File: src/rtl/tx_parse_if.sv
// Transmit-path bundle for the egress PTP parser: XGMII in/out, TSU config and extracted header fields.
interface tx_parse_if;
    logic        tx_clk_en_i;
    logic [63:0] txd_i;
    logic [7:0]  txc_i;
    logic [63:0] txd_o;
    logic [7:0]  txc_o;
    logic [31:0] tsu_cfg_i;
    logic        txts_trig_o;
    logic        txts_valid_o;
    logic [3:0]  tx_messageType_o;
    logic [3:0]  tx_majorSdoId_o;
    logic [3:0]  tx_versionPTP_o;
    logic [15:0] tx_seqId_o;
    logic        int_tx_ptp_o;

    modport master (
        output tx_clk_en_i, txd_i, txc_i, tsu_cfg_i,
        input  txd_o, txc_o, txts_trig_o, txts_valid_o, tx_messageType_o,
               tx_majorSdoId_o, tx_versionPTP_o, tx_seqId_o, int_tx_ptp_o
    );

    modport slave (
        input  tx_clk_en_i, txd_i, txc_i, tsu_cfg_i,
        output txd_o, txc_o, txts_trig_o, txts_valid_o, tx_messageType_o,
               tx_majorSdoId_o, tx_versionPTP_o, tx_seqId_o, int_tx_ptp_o
    );
endinterface

File: src/rtl/tx_parse.sv
// Egress XGMII parser: one-cycle pass-through, SOF trigger and PTPv2 event-message field extraction.
//   state | meaning
//   IDLE  | waiting for a start word in lane 0
//   HDR   | inside a frame, walking words to find ethertype and PTP header fields
//   DRAIN | frame classified (or not PTP); waiting for terminate
module tx_parse #(
    parameter logic [15:0] PTP_ETYPE  = 16'h88F7,
    parameter logic [15:0] VLAN_ETYPE = 16'h8100
) (
    input  logic      tx_clk,
    input  logic      tx_rst,
    tx_parse_if.slave bus
);
    localparam logic [63:0] IDLE_WORD = 64'h0707070707070707;

    typedef enum logic [1:0] {IDLE, HDR, DRAIN} state_t;

    state_t      state_q, state_d;
    logic [3:0]  wcnt_q, wcnt_d;
    logic        vlan_q, vlan_d;
    logic [3:0]  sh_type_q, sh_type_d;
    logic [3:0]  sh_sdo_q, sh_sdo_d;
    logic [3:0]  sh_ver_q, sh_ver_d;
    logic [3:0]  type_q, type_d;
    logic [3:0]  sdo_q, sdo_d;
    logic [3:0]  ver_q, ver_d;
    logic [15:0] seq_q, seq_d;
    logic        trig_q, trig_d;
    logic        valid_q, valid_d;
    logic [63:0] txd_q;
    logic [7:0]  txc_q;

    logic [63:0] d;
    logic [7:0]  c;
    logic        en;
    logic        is_start, is_term, is_err;
    logic        cfg_unused;

    assign d          = bus.txd_i;
    assign c          = bus.txc_i;
    assign en         = bus.tx_clk_en_i;
    assign cfg_unused = ^{bus.tsu_cfg_i[31:3], bus.tsu_cfg_i[1]};
    assign is_start   = c[0] && (d[7:0] == 8'hFB);

    always_comb begin
        is_term = 1'b0;
        is_err  = 1'b0;
        for (int k = 0; k < 8; k++) begin
            if (c[k] && (d[8*k +: 8] == 8'hFD)) is_term = 1'b1;
            if (c[k] && (d[8*k +: 8] == 8'hFE)) is_err  = 1'b1;
        end
    end

    always_comb begin
        state_d   = state_q;
        wcnt_d    = wcnt_q;
        vlan_d    = vlan_q;
        sh_type_d = sh_type_q;
        sh_sdo_d  = sh_sdo_q;
        sh_ver_d  = sh_ver_q;
        type_d    = type_q;
        sdo_d     = sdo_q;
        ver_d     = ver_q;
        seq_d     = seq_q;
        trig_d    = 1'b0;
        valid_d   = 1'b0;
        if (is_start) begin
            // A start always restarts parsing; the enable bit is sampled only here.
            wcnt_d = '0;
            vlan_d = 1'b0;
            if (bus.tsu_cfg_i[0]) begin
                state_d = HDR;
                trig_d  = 1'b1;
            end else begin
                state_d = IDLE;
            end
        end else begin
            unique case (state_q)
                IDLE: ;
                HDR: begin
                    if (wcnt_q != 4'hF) wcnt_d = wcnt_q + 4'd1;
                    if (is_term || is_err) begin
                        state_d = IDLE;
                    end else begin
                        // wcnt_q is the index of the previous word, so the current word is wcnt_q+1
                        unique case (wcnt_q)
                            4'd1: begin
                                if ({d[39:32], d[47:40]} == PTP_ETYPE) begin
                                    sh_type_d = d[51:48];
                                    sh_sdo_d  = d[55:52];
                                    sh_ver_d  = d[59:56];
                                end else if ({d[39:32], d[47:40]} == VLAN_ETYPE) begin
                                    vlan_d = 1'b1;
                                end else begin
                                    state_d = DRAIN;
                                end
                            end
                            4'd2: begin
                                if (vlan_q) begin
                                    if ({d[7:0], d[15:8]} == PTP_ETYPE) begin
                                        sh_type_d = d[19:16];
                                        sh_sdo_d  = d[23:20];
                                        sh_ver_d  = d[27:24];
                                    end else begin
                                        state_d = DRAIN;
                                    end
                                end
                            end
                            4'd5, 4'd6: begin
                                if (vlan_q == (wcnt_q == 4'd6)) begin
                                    state_d = DRAIN;
                                    if (sh_type_q[3:2] == 2'b00) begin
                                        valid_d = 1'b1;
                                        type_d  = sh_type_q;
                                        sdo_d   = sh_sdo_q;
                                        ver_d   = sh_ver_q;
                                        seq_d   = vlan_q ? {d[7:0], d[15:8]} : {d[39:32], d[47:40]};
                                    end
                                end
                            end
                            default: ;
                        endcase
                    end
                end
                DRAIN: begin
                    if (is_term) state_d = IDLE;
                end
                default: state_d = IDLE;
            endcase
        end
    end

    always_ff @(posedge tx_clk or posedge tx_rst) begin
        if (tx_rst) begin
            state_q   <= IDLE;
            wcnt_q    <= '0;
            vlan_q    <= 1'b0;
            sh_type_q <= '0;
            sh_sdo_q  <= '0;
            sh_ver_q  <= '0;
            type_q    <= '0;
            sdo_q     <= '0;
            ver_q     <= '0;
            seq_q     <= '0;
            trig_q    <= 1'b0;
            valid_q   <= 1'b0;
            txd_q     <= IDLE_WORD;
            txc_q     <= 8'hFF;
        end else if (en) begin
            state_q   <= state_d;
            wcnt_q    <= wcnt_d;
            vlan_q    <= vlan_d;
            sh_type_q <= sh_type_d;
            sh_sdo_q  <= sh_sdo_d;
            sh_ver_q  <= sh_ver_d;
            type_q    <= type_d;
            sdo_q     <= sdo_d;
            ver_q     <= ver_d;
            seq_q     <= seq_d;
            trig_q    <= trig_d;
            valid_q   <= valid_d;
            txd_q     <= d;
            txc_q     <= c;
        end
    end

    // Pulses are held across disabled cycles and shown only on the next enabled one.
    assign bus.txd_o            = txd_q;
    assign bus.txc_o            = txc_q;
    assign bus.txts_trig_o      = trig_q & en;
    assign bus.txts_valid_o     = valid_q & en;
    assign bus.int_tx_ptp_o     = valid_q & en & bus.tsu_cfg_i[2];
    assign bus.tx_messageType_o = type_q;
    assign bus.tx_majorSdoId_o  = sdo_q;
    assign bus.tx_versionPTP_o  = ver_q;
    assign bus.tx_seqId_o       = seq_q;
endmodule

File: src/flat_wrapper.sv
// flat-port wrapper written by rule: the top's interface ports become plain ports
module tx_parse_flat 
#(
    parameter logic [15:0] PTP_ETYPE  = 16'h88F7,
    parameter logic [15:0] VLAN_ETYPE = 16'h8100
)
  (tx_clk, tx_rst, bus_tx_clk_en_i, bus_txd_i, bus_txc_i, bus_tsu_cfg_i, bus_txd_o, bus_txc_o, bus_txts_trig_o, bus_txts_valid_o, bus_tx_messageType_o, bus_tx_majorSdoId_o, bus_tx_versionPTP_o, bus_tx_seqId_o, bus_int_tx_ptp_o);
  tx_parse_if bus_i ();
  input  logic tx_clk;
  input  logic tx_rst;
  input wire logic [$bits(bus_i.tx_clk_en_i)-1:0] bus_tx_clk_en_i;
  input wire logic [$bits(bus_i.txd_i)-1:0] bus_txd_i;
  input wire logic [$bits(bus_i.txc_i)-1:0] bus_txc_i;
  input wire logic [$bits(bus_i.tsu_cfg_i)-1:0] bus_tsu_cfg_i;
  output wire logic [$bits(bus_i.txd_o)-1:0] bus_txd_o;
  output wire logic [$bits(bus_i.txc_o)-1:0] bus_txc_o;
  output wire logic [$bits(bus_i.txts_trig_o)-1:0] bus_txts_trig_o;
  output wire logic [$bits(bus_i.txts_valid_o)-1:0] bus_txts_valid_o;
  output wire logic [$bits(bus_i.tx_messageType_o)-1:0] bus_tx_messageType_o;
  output wire logic [$bits(bus_i.tx_majorSdoId_o)-1:0] bus_tx_majorSdoId_o;
  output wire logic [$bits(bus_i.tx_versionPTP_o)-1:0] bus_tx_versionPTP_o;
  output wire logic [$bits(bus_i.tx_seqId_o)-1:0] bus_tx_seqId_o;
  output wire logic [$bits(bus_i.int_tx_ptp_o)-1:0] bus_int_tx_ptp_o;
  assign bus_i.tx_clk_en_i = bus_tx_clk_en_i;
  assign bus_i.txd_i = bus_txd_i;
  assign bus_i.txc_i = bus_txc_i;
  assign bus_i.tsu_cfg_i = bus_tsu_cfg_i;
  assign bus_txd_o = bus_i.txd_o;
  assign bus_txc_o = bus_i.txc_o;
  assign bus_txts_trig_o = bus_i.txts_trig_o;
  assign bus_txts_valid_o = bus_i.txts_valid_o;
  assign bus_tx_messageType_o = bus_i.tx_messageType_o;
  assign bus_tx_majorSdoId_o = bus_i.tx_majorSdoId_o;
  assign bus_tx_versionPTP_o = bus_i.tx_versionPTP_o;
  assign bus_tx_seqId_o = bus_i.tx_seqId_o;
  assign bus_int_tx_ptp_o = bus_i.int_tx_ptp_o;
  tx_parse #(.PTP_ETYPE(PTP_ETYPE), .VLAN_ETYPE(VLAN_ETYPE)) u_core (.tx_clk(tx_clk), .tx_rst(tx_rst), .bus(bus_i));
endmodule
File: config.mk
export PLATFORM = sky130hd
export DESIGN_NAME = tx_parse_flat
export DESIGN_NICKNAME = d
export VERILOG_FILES = /design/src/rtl/tx_parse_if.sv /design/src/rtl/tx_parse.sv /design/src/flat_wrapper.sv
export SDC_FILE = /design/constraint.sdc
export NUM_CORES = 1
export LEC_CHECK = 0
export CORE_AREA = 10 10 119 121
export DETAILED_ROUTE_END_ITERATION = 16
export DIE_AREA = 0 0 129 131
export HOLD_SLACK_MARGIN = 0.02
export PLACE_DENSITY = 0.84
export SLEW_MARGIN = 20
export SYNTH_ARGS = -nofsm -noshare
export SYNTH_HDL_FRONTEND = slang
export SYNTH_SLANG_ARGS = --single-unit
export TNS_END_PERCENT = 50
File: constraint.sdc
create_clock -name tx_clk -period 7.24 [get_ports tx_clk]
set_input_delay 1.086 -clock tx_clk [delete_from_list [all_inputs] [get_ports tx_clk]]
set_output_delay 1.086 -clock tx_clk [all_outputs]
set_load 0.01 [all_outputs]
==> results of run 1 <==
-- cell type report --
type,count,area share [%]
Clock buffer,24,6.08
Clock inverter,8,2.04
Inverter,12,0.588
Multi-Input combinational cell,253,28.5
Sequential cell,121,37.9
Tap cell,147,2.27
Timing Repair Buffer,183,22.6
-- power groups by stage --
stage / registers [mW] / logic, mW / clock network [mW]
floorplan: 0.958 / 0.264 / 0
global placement: 0.921 / 0.603 / 0
detailed placement: 0.931 / 0.620 / 0
CTS: 0.924 / 0.626 / 0.943
global route: 0.942 / 0.666 / 0.974
finish: 0.923 / 0.618 / 0.932
-- how the worst max path moves through the flow --
stage / start / end / slack [ns] / cells past startpoint
2_1_floorplan: tx_rst / u_core.bus.tx_majorSdoId_o[0] / 2.99 / 1
3_3_place_gp: bus_txd_i[39] / u_core.bus.tx_versionPTP_o[2] / 2.60 / 8
3_5_place_dp: bus_txd_i[35] / u_core.bus.tx_seqId_o[3] / 2.57 / 8
4_1_cts: bus_txd_i[35] / u_core.bus.tx_seqId_o[13] / 2.99 / 8
5_1_grt: bus_txd_i[35] / u_core.bus.tx_versionPTP_o[3] / 2.75 / 8
6_report: bus_txd_i[35] / u_core.bus.tx_seqId_o[13] / 2.94 / 8
-- sequential cells by signal, summed over array words and instances (netlist names) --
name / cells
u_core.state_q: 2
u_core.bus.txc_o: 8
u_core.valid_q: 1
u_core.bus.tx_majorSdoId_o: 4
u_core.sh_ver_q: 4
u_core.sh_type_q: 4
u_core.vlan_q: 1
u_core.bus.tx_versionPTP_o: 4
u_core.wcnt_q: 4
u_core.bus.tx_seqId_o: 16
u_core.bus.txd_o: 64
u_core.trig_q: 1
u_core.sh_sdo_q: 4
u_core.bus.tx_messageType_o: 4
-- kinds of logic (layout without fill, tap and decap cells) --
logic type	count (synthesis)	in the layout	synth area share (%)
mux	135	135	28.3
flops	121	121	55.8
simple gates	90	90	9.60
buf+inv	29	227	2.34
compound gates	22	22	2.80
fa+ha+maj	3	3	0.683
xor+xnor	3	3	0.478
-- per-stage QoR --
step           instance area [µm²]  setup WS [ns]  cells  power, mW
3_3_place_gp                  7420           2.60    715       1.52
3_5_place_dp                  7420           2.57    715       1.55
2_1_floorplan                 5500           2.99    403       1.22
6_report                      8090           2.94    748       2.47
4_1_cts                       8080           2.99    747       2.49
5_1_grt                       8090           2.75    748       2.58
-- critical path: stages --
cell and delay, ns:
clkdlybuf4s50_1 0.53, nand3_1 0.19, nor4_1 0.09, a2111oi_0 0.58, nand3_1 0.34, nor4_2 0.88, buf_4 0.49, mux2_2 0.39
-- cell usage after synthesis (2+ instances only) --
cell / n
mux2_1: 14
a2bb2oi_1: 2
a31oi_1: 4
dfstp_2: 32
or4b_1: 2
and2_1: 3
xor2_1: 2
nand2_1: 14
a22oi_1: 2
mux2_2: 110
dfrtp_1: 89
nand3_1: 10
or3_1: 3
nor2_1: 13
and3_1: 2
nor4_1: 13
buf_6: 2
inv_1: 12
nand2b_1: 2
mux2_4: 10
nor4b_1: 5
nor3_1: 2
o21ai_0: 5
clkbuf_1: 12
nand4_1: 9
nor2b_1: 5
ha_1: 3
-- per-layer routing --
layer / wire length, µm / vias to the layer above / global-route usage, %
li1: - / 1851 / -
met1: 6670 / 2054 / 23.3
met2: 7700 / 186 / 30.8
met3: 1600 / 22 / 7.74
met4: 216 / 2 / 6.42
met5: 13 / - / 0
==> out/qor.yml, run 1 <==
grt_usage_pct: 19.3
tightest_slew_ns: 1.07
cp_max_fo: 23
p_sw_mw: 0.627
grt-ovfl-total: 0
die_w_um: 129
syn_inst: 403
most-common-layout-cells: "clkdlybuf4s50_1, mux2_2, dfrtp_1"
final_nets: 698
synthTopCellsByArea: "dfrtp_1, mux2_2, dfstp_2, mux2_1, mux2_4"
seqPwrFrac_pct: 37.3
holdWs_ns: 0.483
multi_input_area_um2: 2310
setup_tns_ns: 0
final_core_util_pct: 68.5
postCtsSetupBuffers: 0
synthArstFlopShare_pct: 100
clock-root-buffer: "clkbuf_16"
n_antenna_cell: 0
hold_class: "flop to flop"
fmax_ghz: 0.233
cellLeakagePower_nw: 3.36
routedWlPerCell_um: 21.6
clk_pin_slew_ns: 0.05
area_growth_pct: 47.1
synth_edf_count: 0
ctsResizeCount: 0
reg2reg_to: "u_core.bus.tx_seqId_o[13]"
rrSetupSlack_ns: 4.05
yosysTopAreaCellShare_pct: 40.5
cap_violations: 0
pwr-share-clk_pct: 37.7
peakVddDrop_mv: 0.182
ios: 210
synth_area_um2: 5500
power.internal_mw: 1.85
core.rowCount: 40
die_h_um: 131
swShare_pct: 25.3
critPathKind: "input pin to flop"
hold_viol: 0
worstReg2RegStart: "u_core.vlan_q"
cts_tree: "built"
grt_max_degree: 91
drtIter0Drc: 256
holdBufCountCts: 0
drt_wl_total_mm: 16.2
final.setup_skew_ns: 0.00903
status: "finished, final reports clean"
hold_path_startpoint: "u_core.bus.tx_seqId_o[10]"
viasPerCell: 5.50
crit_required_ns: 7.52
yosysTopAreaCell: "dfrtp_1"
comb_power_share_pct: 25.0
start_kind: "input pin"
grt_pass1_wl_mm: 25.2
dr.pass1.iters: 5
hpwl_mm: 12.2
yosys_most_used_dff: "dfrtp_1"
layout-drive-gt1-share_pct: 31.8
io_buffers: 179
grt_pass1_vias: 4497
end_kind: "flop"
synthesis.nets: 513
avgSynthCellArea_um2: 13.6
drc_errors: 0
dieArea_um2: 16900
synth_cell_types: 48
setup_viol: 0
crit_arrival_ns: 4.58
start_util_pct: 46.6
cts_max_level: 4
min_period_ns: 4.30
regArea_um2: 3070
num_vias: 4115
ys_ff_latch: 121
ys_seq_area_share_pct: 55.8
drv_slew: 0
holdPathEnd: "u_core.bus.tx_seqId_o[10]"
ant_nets: 0
rr_worst_depth: 5
antenna_found_initial: 1
yosys_warnings: 0
maxSlewHeadroom_pct: 28.0
numCtsBuffers: 17
clkSinkCount: 121
core-area_um2: 11800
gp_congestion: 0.832
fill_cells: 844
holdPathStages: 1
rsz0062_at_grt: "no"
clk-insertion-delay-late_ns: 0.41
min_period_over_period_pct: 59.4
final_common_cell: "clkdlybuf4s50_1"
p_per_area_nw_per_um2: 306
clockBufferDepth: 2
No activity file was read; power rests on OpenSTA's default activity.
==> run 2, diff against run 1 <==
CORE_AREA = 10 10 123 125   (was 10 10 119 121)
DIE_AREA = 0 0 133 135   (was 0 0 129 131)
PLACE_DENSITY = 0.79   (was 0.84)
clock period = 4.1 ns   (was 7.24 ns; I/O delays follow)
==> run 2 against run 1 <==
Sequential power rose by 77%. Power is 68% higher. Worst hold slack better by 0.0027 ns. Die area increased by 6.2%. First-iteration DRC count down 8.2%. Clock skew down 0.00052 ns. Worst setup slack got worse by 1.9 ns.
==> out/qor.yml, run 2 (synthesized netlist as in run 1, its figures left out) <==
status: "finished, final reports clean"
dieArea_um2: 18000  # +6.2%
core.rowCount: 41  # +2.5%
start_kind: "input pin"
placed_cell_area_um2: 7480  # +0.79%
fin_area_um2: 8050  # -0.54%
holdPathStages: 1  # unchanged
ios: 210  # unchanged
antenna_found_initial: 0  # -1
ant_nets: 0  # unchanged
routedWlPerCell_um: 20.7  # -4.3%
setup_viol: 0  # unchanged
die_w_um: 133  # +3.1%
hpwl_mm: 12.2  # about the same
largest_reg_flops: 64  # unchanged
grt_max_degree: 65  # -29%
numCtsBuffers: 17  # unchanged
grt_usage_pct: 17.9  # -1.3 points
area_growth_pct: 46.3
ctsResizeCount: 0  # unchanged
final.setup_skew_ns: 0.00852  # -0.000516 ns
rsz0062_at_grt: "no"
critPathKind: "input pin to flop"
holdPathEnd: "u_core.bus.tx_messageType_o[1]"
dr.pass1.iters: 4  # -1
layout-drive-gt1-share_pct: 31.6  # -0.22 points
comb_power_share_pct: 26.2  # +1.2 points
crit_required_ns: 4.39  # -3.13 ns
swShare_pct: 26.7  # +1.3 points
reg2reg_to: "u_core.sh_sdo_q[3]"
cp_max_fo: 17  # -26%
worstReg2RegStart: "u_core.wcnt_q[0]"
setup_tns_ns: 0  # unchanged
clockBufferDepth: 2  # unchanged
p_per_area_nw_per_um2: 516  # +69%
clock-root-buffer: "clkbuf_16"
grt_pass1_vias: 4433  # -1.4%
core-area_um2: 12600  # +6.4%
cellLeakagePower_nw: 3.32  # -1.4%
grt-ovfl-total: 0  # unchanged
most-common-layout-cells: "clkdlybuf4s50_1, mux2_2, dfrtp_1"
hold_viol: 0  # unchanged
fill_cells: 961  # +14%
seqPwrFrac_pct: 39.4  # +2.1 points
final_common_cell: "clkdlybuf4s50_1"
die_h_um: 135  # +3.1%
crit_arrival_ns: 3.31  # -1.27 ns
fmax_ghz: 0.331
grt_pass1_wl_mm: 25.4  # +0.99%
maxSlewHeadroom_pct: 29.0  # +0.97 points
gp_congestion: 0.854  # +2.7%
pwr-share-clk_pct: 34.4  # -3.3 points
rrSetupSlack_ns: 1.37  # -2.68 ns
hold_path_startpoint: "u_core.bus.tx_messageType_o[1]"
clk_pin_slew_ns: 0.05  # about the same
final_core_util_pct: 64.0  # -4.5 points
cts_tree: "built"
io_buffers: 179  # unchanged
p_sw_mw: 1.11  # +77%
n_antenna_cell: 0  # unchanged
min_period_ns: 3.02
drt_wl_total_mm: 16.0  # -1.0%
power.internal_mw: 3.04  # +65%
clk-insertion-delay-late_ns: 0.41  # about the same
drtIter0Drc: 235  # -8.2%
num_vias: 4090  # -0.61%
final_nets: 699  # +0.14%
drv_slew: 0  # unchanged
min_period_over_period_pct: 73.8
cts_max_level: 4  # unchanged
tightest_slew_ns: 1.06  # -0.0144 ns
p_total_mw: 4.15  # +68%
rr_worst_depth: 8  # +3
drc_errors: 0  # unchanged
end_kind: "flop"
cap_violations: 0  # unchanged
hold_class: "flop to flop"
clkSinkCount: 121  # unchanged
start_util_pct: 43.8  # -2.8 points
holdBufCountCts: 0  # unchanged
postCtsSetupBuffers: 0  # unchanged
peakVddDrop_mv: 0.313  # +72%
viasPerCell: 5.28  # -3.9%
[run 2: changes by cell type in the layout (fill, tap and decap cells not counted), sizes merged]
cell / delta
bufinv: -3
clkinvlp: +3
buf: +1
[run 2: final cells by class]
type | count | area [µm²] | share of cell area [%]
clock inverter | 8 | 97.6 | 1.21
clock buffer | 24 | 472 | 5.86
inverter | 12 | 47.5 | 0.591
multi-input combinational | 253 | 2310 | 28.7
tap | 172 | 215 | 2.67
timing repair buffer | 184 | 1840 | 22.9
sequential | 121 | 3070 | 38.1
[run 2: through the flow]
stage / setup WS (ns) / hold slack [ns] / cells
6_report: 1.08 / 0.486 / 774
5_1_grt: 0.945 / 0.504 / 774
4_1_cts: 1.07 / 0.487 / 774
3_5_place_dp: 0.635 / 0.475 / 742
3_3_place_gp: 0.671 / 0.470 / 742
2_1_floorplan: 0.324 / 0.450 / 403
[run 2: worst max-delay path, stage by stage]
cell and delay, ns:
clkdlybuf4s50_1 0.51, nand3_1 0.16, nor4_1 0.08, a2111oi_0 0.56, nand3_1 0.31, nor4_2 0.35, buf_4 0.33, mux2_2 0.38
[run 2: worst max path at each step]
stage                  startpoint                       endpoint  slack, ns
floorplan                  tx_rst  u_core.bus.tx_majorSdoId_o[0]       0.32
global placement    bus_txd_i[35]      u_core.bus.tx_seqId_o[15]       0.67
detailed placement  bus_txd_i[35]      u_core.bus.tx_seqId_o[13]       0.64
CTS                 bus_txd_i[35]       u_core.bus.tx_seqId_o[8]       1.07
global route        bus_txd_i[35]       u_core.bus.tx_seqId_o[1]       0.95
finish              bus_txd_i[35]       u_core.bus.tx_seqId_o[8]       1.08
[run 2: metal layers]
layer / up-vias / GRT usage, % / share of wire (%)
met5: - / 0 / 0
met4: 0 / 5.99 / 1.5
met2: 155 / 28.1 / 47
li1: 1862 / - / -
met1: 2052 / 22.3 / 43
met3: 21 / 6.82 / 8.1
[run 2: power groups by stage]
| stage | logic, mW | registers (mW) | clock network [mW] |
|---|---|---|---|
| final | 1.09 | 1.63 | 1.43 |
| after global routing | 1.17 | 1.67 | 1.50 |
| after CTS | 1.11 | 1.63 | 1.45 |
| after detailed placement | 1.10 | 1.65 | 0 |
| after global placement | 1.07 | 1.63 | 0 |
| after floorplan | 0.467 | 1.69 | 0 |
==> run 3, diff against run 2 <==
CORE_AREA = 10 10 129 131   (was 10 10 123 125)
DIE_AREA = 0 0 139 141   (was 0 0 133 135)
PLACE_DENSITY = 0.75   (was 0.79)
clock period = 2.7 ns   (was 4.1 ns; I/O delays follow)
==> run 3 against run 2 <==
Utilization fell by 3.1 points. Worst setup slack got worse by 0.96 ns. Sequential share of layout area fell by 2.7 points. Global-route usage fell by 0.95 points. Combinational power rose by 59%. Clock power rose by 64%. Routed wire length rose by 4.7%. Critical path type unchanged. Highest routed layer unchanged.
==> out/qor.yml, run 3 (synthesized netlist as in run 1, its figures left out) <==
start_util_pct: 38.7  # -5.0 points
largest_reg_flops: 64  # unchanged
die_w_um: 139  # +4.5%
most-common-layout-cells: "clkdlybuf4s50_1, mux2_2, dfrtp_1"
layout-drive-gt1-share_pct: 39.0  # +7.4 points
core.rowCount: 44  # +7.3%
die_h_um: 141  # +4.4%
drv_slew: 0  # unchanged
cpLargestDelayFamily: "simple AND/OR/NAND/NOR gates"
setup_slack_ns: 0.117  # -0.958 ns
dr.pass1.iters: 4  # unchanged
p_per_area_nw_per_um2: 757  # +47%
num_vias: 4263  # +4.2%
cp_max_fo: 12  # -5
pwr-share-clk_pct: 35.8  # +1.4 points
hold_class: "flop to flop"
clock-root-buffer: "clkbuf_16"
start_kind: "input pin"
final_core_util_pct: 60.9  # -3.1 points
final_common_cell: "clkdlybuf4s50_1"
cellLeakagePower_nw: 3.69  # +11%
peakVddDrop_mv: 0.404  # +29%
final_cells: 856  # +11%
antenna_found_initial: 0  # unchanged
n_antenna_cell: 0  # unchanged
final.setup_skew_ns: 0.00732  # -0.00120 ns
final_nets: 769  # +10%
viasPerCell: 4.98  # -5.8%
grt-ovfl-total: 0  # unchanged
min_period_ns: 2.58
crit_chain: "clkdlybuf4s50_1 -> or4b_1 -> nor3_1 -> nand3_1 -> a211o_1 -> nor4_4 -> buf_12 -> mux2_1"
maxSlewHeadroom_pct: 52.4  # +23 points
grt_usage_pct: 17.0  # -0.95 points
io_buffers: 179  # unchanged
holdWs_ns: 0.479  # -0.00685 ns
ant_nets: 0  # unchanged
grt_pass1_vias: 4859  # +9.6%
swShare_pct: 26.4  # -0.30 points
min_period_over_period_pct: 95.7
numCtsBuffers: 17  # unchanged
end_kind: "flop"
drtIter0Drc: 139  # -41%
clkSinkCount: 121  # unchanged
cap_violations: 0  # unchanged
hold_viol: 0  # unchanged
status: "finished, final reports clean"
dieArea_um2: 19600  # +9.2%
critPathKind: "input pin to flop"
setup_tns_ns: 0  # unchanged
ios: 210  # unchanged
hpwl_mm: 12.7  # +4.7%
p_sw_mw: 1.73  # +56%
setup_viol: 0  # unchanged
cts_max_level: 4  # unchanged
dpl_worst_slack_ns: -0.367  # -1.00 ns
crit_path_max_incr_delay_ns: 0.55  # about the same
critPathSlowestCell: "or4b_1"
area_growth_pct: 57.4
comb_power_share_pct: 26.4  # +0.2 points
critPathBufInv: 2  # unchanged
clk-insertion-delay-late_ns: 0.41  # about the same
fmax_ghz: 0.387
drt_wl_total_mm: 16.8  # +4.7%
clk_pin_slew_ns: 0.05  # about the same
holdBufCountCts: 0  # unchanged
placedCellCount: 822  # +11%
tightest_slew_ns: 0.714  # -0.342 ns
seqPwrFrac_pct: 37.8  # -1.6 points
crit_required_ns: 2.99  # -1.40 ns
cts_tree: "built"
clockBufferDepth: 2  # unchanged
grt_pass1_wl_mm: 26.7  # +5.0%
routedWlPerCell_um: 19.6  # -5.3%
grt_max_degree: 122  # +88%
gp_congestion: 0.843  # -1.3%
crit_arrival_ns: 2.87  # -0.44 ns
core-area_um2: 14200  # +13%
drc_errors: 0  # unchanged
power.internal_mw: 4.83  # +59%
## run 3: changes by cell type in the layout (fill, tap and decap cells not counted), sizes merged
cell	before	now
clkinvlp	3	2
bufinv	2	3
clkinv	3	4
inv	12	11
buf	6	76
## run 3: power by group through the flow
| stage | Clock (mW) | Combinational [mW] | Sequential (mW) |
|---|---|---|---|
| CTS | 2.38 | 1.75 | 2.48 |
| floorplan | 0 | 0.709 | 2.57 |
| detailed placement | 0 | 1.73 | 2.50 |
| global route | 2.47 | 1.86 | 2.53 |
| finish | 2.35 | 1.73 | 2.48 |
| global placement | 0 | 1.69 | 2.48 |
## run 3: final timing paths
kind	startpoint	to	slack (ns)	depth (start not counted)
worst max-delay path	bus_txd_i[5]	u_core.sh_type_q[3]	0.12	8
worst min-delay path	u_core.sh_sdo_q[3]	u_core.sh_sdo_q[3]	0.48	1
worst max register to register	u_core.wcnt_q[0]	u_core.bus.tx_seqId_o[15]	0.16	9
worst min register to register	u_core.sh_sdo_q[3]	u_core.sh_sdo_q[3]	0.48	1
max in group asynchronous	tx_rst	u_core.bus.txd_o[47]	1.63	3
min in group asynchronous	tx_rst	u_core.bus.txd_o[52]	0.49	3
## run 3: metrics by stage
stage | total power [mW] | instance area [µm²]
2_1_floorplan | 3.28 | 5500
3_3_place_gp | 4.17 | 8020
3_5_place_dp | 4.24 | 8020
4_1_cts | 6.61 | 8630
5_1_grt | 6.86 | 8660
6_report | 6.55 | 8660
## run 3: cell type report
| type | count | area [µm²] |
|---|---|---|
| clock inverters | 8 | 118 |
| well taps | 184 | 230 |
| flip-flops and latches | 121 | 3070 |
| repair buffers | 254 | 2380 |
| inverters | 12 | 48.8 |
| clock buffers | 24 | 492 |
| multi-input cells | 253 | 2320 |
| fillers | 1129 | 5550 |
## run 3: worst reg2reg max path: stages, from the launching register on
cell and delay, ns:
dfrtp_1 0.43, inv_1 0.07, ha_1 0.26, nor2b_1 0.21, mux2i_1 0.10, or3_1 0.38, nor4_4 0.26, buf_4 0.18
buf_4 0.18, mux2_2 0.36
## run 3: timing repair
action / 4_1_cts / 5_1_grt
resized for setup: 0 / 7
buffers inserted: 0 / 1
endpoints found under the setup margin: 0 / 23
## run 3: metal layers
metal / track usage [%] / up-vias / share of wire [%]
met3: 7.79 / 19 / 8.5
met1: 19.4 / 2113 / 42
met2: 27.8 / 126 / 49
li1: - / 2005 / -
met5: 0 / - / 0
met4: 5.27 / 0 / 1.2
